==> src/rtl/pixel_tx_pkg.sv <==
// Shared types, sizes and the byte-select helper for the pixel transmit serializer.
package pixel_tx_pkg;

    localparam int BYTE_W      = 8;
    localparam int PIXEL_BYTES = 3;
    localparam int PIXEL_W     = BYTE_W * PIXEL_BYTES;

    typedef enum logic [1:0] {
        IDLE      = 2'd0,
        SEND      = 2'd1,
        WAIT_DONE = 2'd2,
        GAP       = 2'd3
    } ptx_state_t;

    // Byte 0 is R (MSBs), byte 1 is G, byte 2 is B; the unreachable index 3 falls back to R.
    function automatic logic [BYTE_W-1:0] select_byte(input logic [PIXEL_W-1:0] px,
                                                      input logic [1:0]         idx);
        logic [BYTE_W-1:0] b;
        case (idx)
            2'd0:    b = px[23:16];
            2'd1:    b = px[15:8];
            2'd2:    b = px[7:0];
            default: b = px[23:16];
        endcase
        return b;
    endfunction

endpackage

==> src/rtl/pixel_tx_gap_timer.sv <==
// Down-counter timing the idle gap between bytes; zero is high once the gap has elapsed.
module pixel_tx_gap_timer #(
    parameter int GAP_CYCLES = 1
) (
    input  logic clk,
    input  logic reset,
    input  logic load,
    output logic zero
);

    localparam int CNT_W = (GAP_CYCLES > 0) ? $clog2(GAP_CYCLES + 1) : 1;
    localparam logic [CNT_W-1:0] LOAD_VAL = CNT_W'((GAP_CYCLES > 0) ? GAP_CYCLES - 1 : 0);

    logic [CNT_W-1:0] cnt_r;

    // Load the gap length on request, then count down and park at zero.
    always_ff @(posedge clk or negedge reset) begin
        if (!reset) begin
            cnt_r <= {CNT_W{1'b0}};
        end else if (load) begin
            cnt_r <= LOAD_VAL;
        end else if (cnt_r != {CNT_W{1'b0}}) begin
            cnt_r <= cnt_r - CNT_W'(1);
        end else begin
            cnt_r <= cnt_r;
        end
    end

    assign zero = (cnt_r == {CNT_W{1'b0}});

endmodule

==> src/rtl/pixel_tx_serializer.sv <==
// Serializes one 24-bit RGB pixel into three UART bytes (R, G, B) with an optional idle gap.
module pixel_tx_serializer
    import pixel_tx_pkg::*;
#(
    parameter int GAP_CYCLES = 0
) (
    input  logic               clk,
    input  logic               reset,
    input  logic [PIXEL_W-1:0] pixel,
    input  logic               pixel_valid,
    output logic               pixel_ready,
    input  logic               tx_ready,
    input  logic               tx_done,
    output logic               tx_start,
    output logic [BYTE_W-1:0]  tx_data,
    output logic               pixel_done
);

    localparam logic [1:0] LAST_IDX = 2'(PIXEL_BYTES - 1);

    ptx_state_t         state_r, state_s;
    logic [1:0]         byte_idx_r, byte_idx_s;
    logic [PIXEL_W-1:0] shadow_r, shadow_s;
    logic [BYTE_W-1:0]  tx_data_r, tx_data_s;
    logic               tx_start_r, tx_start_s;
    logic               pixel_done_r, pixel_done_s;
    logic               gap_load_s;
    logic               gap_zero_s;

    generate
        if (GAP_CYCLES > 0) begin : g_gap
            pixel_tx_gap_timer #(.GAP_CYCLES(GAP_CYCLES)) u_gap_timer (
                .clk   (clk),
                .reset (reset),
                .load  (gap_load_s),
                .zero  (gap_zero_s)
            );
        end else begin : g_no_gap
            logic gap_unused_s;
            assign gap_unused_s = gap_load_s;
            assign gap_zero_s   = 1'b1;
        end
    endgenerate

    // State, byte pointer, captured pixel and registered UART/pixel outputs.
    always_ff @(posedge clk or negedge reset) begin
        if (!reset) begin
            state_r      <= IDLE;
            byte_idx_r   <= 2'd0;
            shadow_r     <= {PIXEL_W{1'b0}};
            tx_data_r    <= {BYTE_W{1'b0}};
            tx_start_r   <= 1'b0;
            pixel_done_r <= 1'b0;
        end else begin
            state_r      <= state_s;
            byte_idx_r   <= byte_idx_s;
            shadow_r     <= shadow_s;
            tx_data_r    <= tx_data_s;
            tx_start_r   <= tx_start_s;
            pixel_done_r <= pixel_done_s;
        end
    end

    // Next-state and next-output decode; pulses default low, everything else holds.
    always_comb begin
        state_s      = state_r;
        byte_idx_s   = byte_idx_r;
        shadow_s     = shadow_r;
        tx_data_s    = tx_data_r;
        tx_start_s   = 1'b0;
        pixel_done_s = 1'b0;
        gap_load_s   = 1'b0;
        case (state_r)
            IDLE: begin
                if (pixel_valid) begin
                    shadow_s   = pixel;
                    byte_idx_s = 2'd0;
                    state_s    = SEND;
                end else begin
                    state_s = IDLE;
                end
            end
            SEND: begin
                if (tx_ready) begin
                    tx_data_s  = select_byte(shadow_r, byte_idx_r);
                    tx_start_s = 1'b1;
                    state_s    = WAIT_DONE;
                end else begin
                    state_s = SEND;
                end
            end
            WAIT_DONE: begin
                // A done seen while our own start is still high belongs to an earlier byte.
                if (tx_done && !tx_start_r) begin
                    if (byte_idx_r == LAST_IDX) begin
                        pixel_done_s = 1'b1;
                        state_s      = IDLE;
                    end else if (GAP_CYCLES == 0) begin
                        byte_idx_s = byte_idx_r + 2'd1;
                        state_s    = SEND;
                    end else begin
                        gap_load_s = 1'b1;
                        state_s    = GAP;
                    end
                end else begin
                    state_s = WAIT_DONE;
                end
            end
            GAP: begin
                if (gap_zero_s) begin
                    byte_idx_s = byte_idx_r + 2'd1;
                    state_s    = SEND;
                end else begin
                    state_s = GAP;
                end
            end
            default: begin
                state_s = IDLE;
            end
        endcase
    end

    assign pixel_ready = (state_r == IDLE);
    assign tx_start    = tx_start_r;
    assign tx_data     = tx_data_r;
    assign pixel_done  = pixel_done_r;

endmodule

==> config.mk <==
export PLATFORM = sky130hd
export DESIGN_NAME = pixel_tx_serializer
export DESIGN_NICKNAME = d
export VERILOG_FILES = /design/src/rtl/pixel_tx_pkg.sv /design/src/rtl/pixel_tx_gap_timer.sv /design/src/rtl/pixel_tx_serializer.sv
export SDC_FILE = /design/constraint.sdc
export NUM_CORES = 1
export LEC_CHECK = 0
export CAP_MARGIN = 5
export CELL_PAD_IN_SITES_DETAIL_PLACEMENT = 0
export CELL_PAD_IN_SITES_GLOBAL_PLACEMENT = 2
export CORE_ASPECT_RATIO = 0.8
export CORE_MARGIN = 5
export CORE_UTILIZATION = 29
export DETAILED_ROUTE_END_ITERATION = 16
export HOLD_SLACK_MARGIN = 0.08
export PLACE_DENSITY_LB_ADDON = 0.1
export SYNTH_ARGS = -nofsm -noshare
export SYNTH_HDL_FRONTEND = slang
export SYNTH_HIERARCHICAL = 1
export SYNTH_SLANG_ARGS = --single-unit
==> constraint.sdc <==
create_clock -name clk -period 1.7 [get_ports clk]
set_clock_uncertainty 0.1 [all_clocks]
set_input_delay 0.255 -clock clk [delete_from_list [all_inputs] [get_ports clk]]
set_output_delay 0.255 -clock clk [all_outputs]
set_load 0.01 [all_outputs]
==> reports/qor.yml <==
run_status:
  run_status: "finished, final reports clean"
logic_synthesis:
  synth_top_cells_by_area: "dfrtp_1 (57%), mux2_2 (16%), a221oi_1 (4.2%)"
  synth_seq_cells: 38
  syn_area_mm2: 0.00167
  synthDistinctLibCells: 27
  async_flop_share_pct: 100
  syn-num-nets: 157
  synth.largest_area_cell: "dfrtp_1"
  synth_cells: 126
  ys.flop_type: "dfrtp_1"
  syn-mean-instance-area_um2: 13.2
  synth_top_area_share_pct: 57.0
  yosys_warnings: 6
  synth_edf_count: 0
  seq_area_frac_synth_pct: 57.0
run:
  maxCapViolCount: 0
setup_path:
  endpoint_kind: "flip-flop"
  crit_arrival_ps: 1670
  required_ps: 1780
  worstSetupPathType: "reg2reg"
  path_max_fanout: 3
  regToRegSetupSlack_ps: 110
  critPathLaunchType: "flip-flop"
global_routing:
  antenna_found_initial: 0
  busiest_layer: "met2"
  grt_max_degree: 27
  grt_overflow: 0
  grt_pass1_vias: 1275
  grt_pass1_wl_um: 6480
  met3_usage_pct: 4.84
  grtUsageTotal_pct: 11.4
  met1_usage_pct: 14.3
  use_met2_pct: 18.3
timing:
  min_period_ps: 1590
  whs_ps: 344
  slew_violations: 0
  setup_ws_ps: 112
  hold_viol_final: 0
  setup_violations: 0
  max_slew.worst_pin.slew_ps: 470
  fmax_ghz: 0.630
  fin_crit_sh_pct: 93.4
  maxSlewHeadroom_pct: 68.7
  rsz0062_at_grt: "false"
route:
  vias: 1136
  first_pass_iters: 4
  routed_wl_um: 3870
  drc: 0
  via_per_inst: 4.51
  ant_nets: 0
  drt-wirelength-per-cell_um: 15.3
  first_iter_violations: 27
cts:
  cts.sinks: 38
  cts_buffers: 5
  clock_path_buffers: 2
  cts_max_level: 2
  cts_tree: "yes"
  insertion_delay_ps: 290
  path_clk_slew_ps: 80
  clock-root-buffer: "clkbuf_8"
layout:
  area_growth_pct: 38.5
  multi_input_area_um2: 666
  regArea_um2: 952
  mostFrequentLayoutCells: "dfrtp_1 (37), clkdlybuf4s50_1 (37), mux2_2 (24)"
  fillers: 536
  finalNetCount: 204
  diodes: 0
  drive_above_1_share_pct: 27.0
  fin_cells: 252
floorplan:
  dieArea_mm2: 0.00738
  rows: 24
  core_area_mm2: 0.00553
  io_pins: 40
  fp.dieW_um: 94.8
  die_h_um: 77.9
  initial_core_util_pct: 30.2
placement:
  numPlacedInstances: 243
  pre_cts_slack_ps: -76.2
  hpwl_um: 2740
  port_buffers: 39
  gp_congestion: 0.668
power_and_ir_drop:
  power_density_mw_per_mm2: 1790
  p_leak_uw: 0.000957
  ir_drop_mv: 0.535
worst_hold_path:
  hold_class: "in2async"
-- metal layers --
layer  vias up  share of wire, %
li1        546                 -
met1       556                46
met2        32                47
met3         2               6.5
met4         0              0.44
met5         -                 0
-- final timing paths --
kind | endpoint | from | depth (start not counted)
worst max-delay path | byte_idx_r[0] | byte_idx_r[0] | 5
worst min-delay path | shadow_r[15] | reset | 2
worst max register to register | byte_idx_r[0] | byte_idx_r[0] | 5
worst min register to register | tx_data[4] | tx_data[4] | 2
max in group asynchronous | shadow_r[4] | reset | 3
min in group clk | tx_data[4] | tx_data[4] | 2
-- sequential cells by signal, summed over array words and instances, names as in the netlist --
register / count
state_r: 2
byte_idx_r: 2
tx_data: 8
pixel_done: 1
tx_start: 1
shadow_r: 24
-- layout make-up --
class	instances	share of cell area (%)
Sequential cell	38	41.2
Timing Repair Buffer	48	20.7
Clock buffer	7	3.30
Clock inverter	1	1.30
Multi-Input combinational cell	77	28.8
Tap cell	78	4.22
Inverter	3	0.487
-- critical path, stage by stage, from the launching register on --
cell and delay, ps:
dfrtp_1 370, inv_1 100, ha_4 180, nor3b_2 200, o21a_1 210, mux2_4 310
-- where the power goes --
| part | internal (µW) | total [µW] | switching [µW] |
|---|---|---|---|
| Combinational | 1020 | 1760 | 744 |
| Sequential | 1350 | 1620 | 271 |
| Clock | 439 | 760 | 321 |
-- through the flow --
| stage | setup TNS, ps | total power, µW | utilization [%] | cell area, µm² |
|---|---|---|---|---|
| 2_1_floorplan | 0 | 2730 | - | 1670 |
| 3_3_place_gp | -1260 | 3360 | 39.4 | 2180 |
| 3_5_place_dp | -1590 | 3380 | 39.4 | 2180 |
| 4_1_cts | 0 | 4160 | 41.5 | 2290 |
| 5_1_grt | 0 | 4460 | 41.8 | 2310 |
| 6_report | 0 | 4140 | 41.8 | 2310 |
-- logic make-up (layout without fill, tap and decap cells) --
kind of cell / count (synthesis) / count (layout) / share of synthesized area [%]
flops: 38 / 38 / 57.0
simple gates: 29 / 29 / 10.5
mux: 25 / 25 / 17.1
compound gates: 21 / 21 / 9.60
buf+inv: 11 / 59 / 4.35
fa+ha+maj: 2 / 2 / 1.50
-- cells in the mapped netlist, types with 2 or more instances --
cell type / count
ha_1: 2
buf_6: 4
a21oi_1: 2
clkbuf_1: 2
mux2_2: 24
o31ai_1: 8
dfrtp_1: 38
nand2b_1: 2
nor2_1: 2
nor2b_1: 9
a221oi_1: 8
inv_1: 3
nand2_1: 8
-- what timing repair did --
action	4_1_cts	5_1_grt
hold buffers	1	0
gates resized for setup	3	3
hold endpoints to repair	18	0
buffers inserted	0	0
endpoints found under the setup margin	3	3
Power figures use the tool's default switching activity.
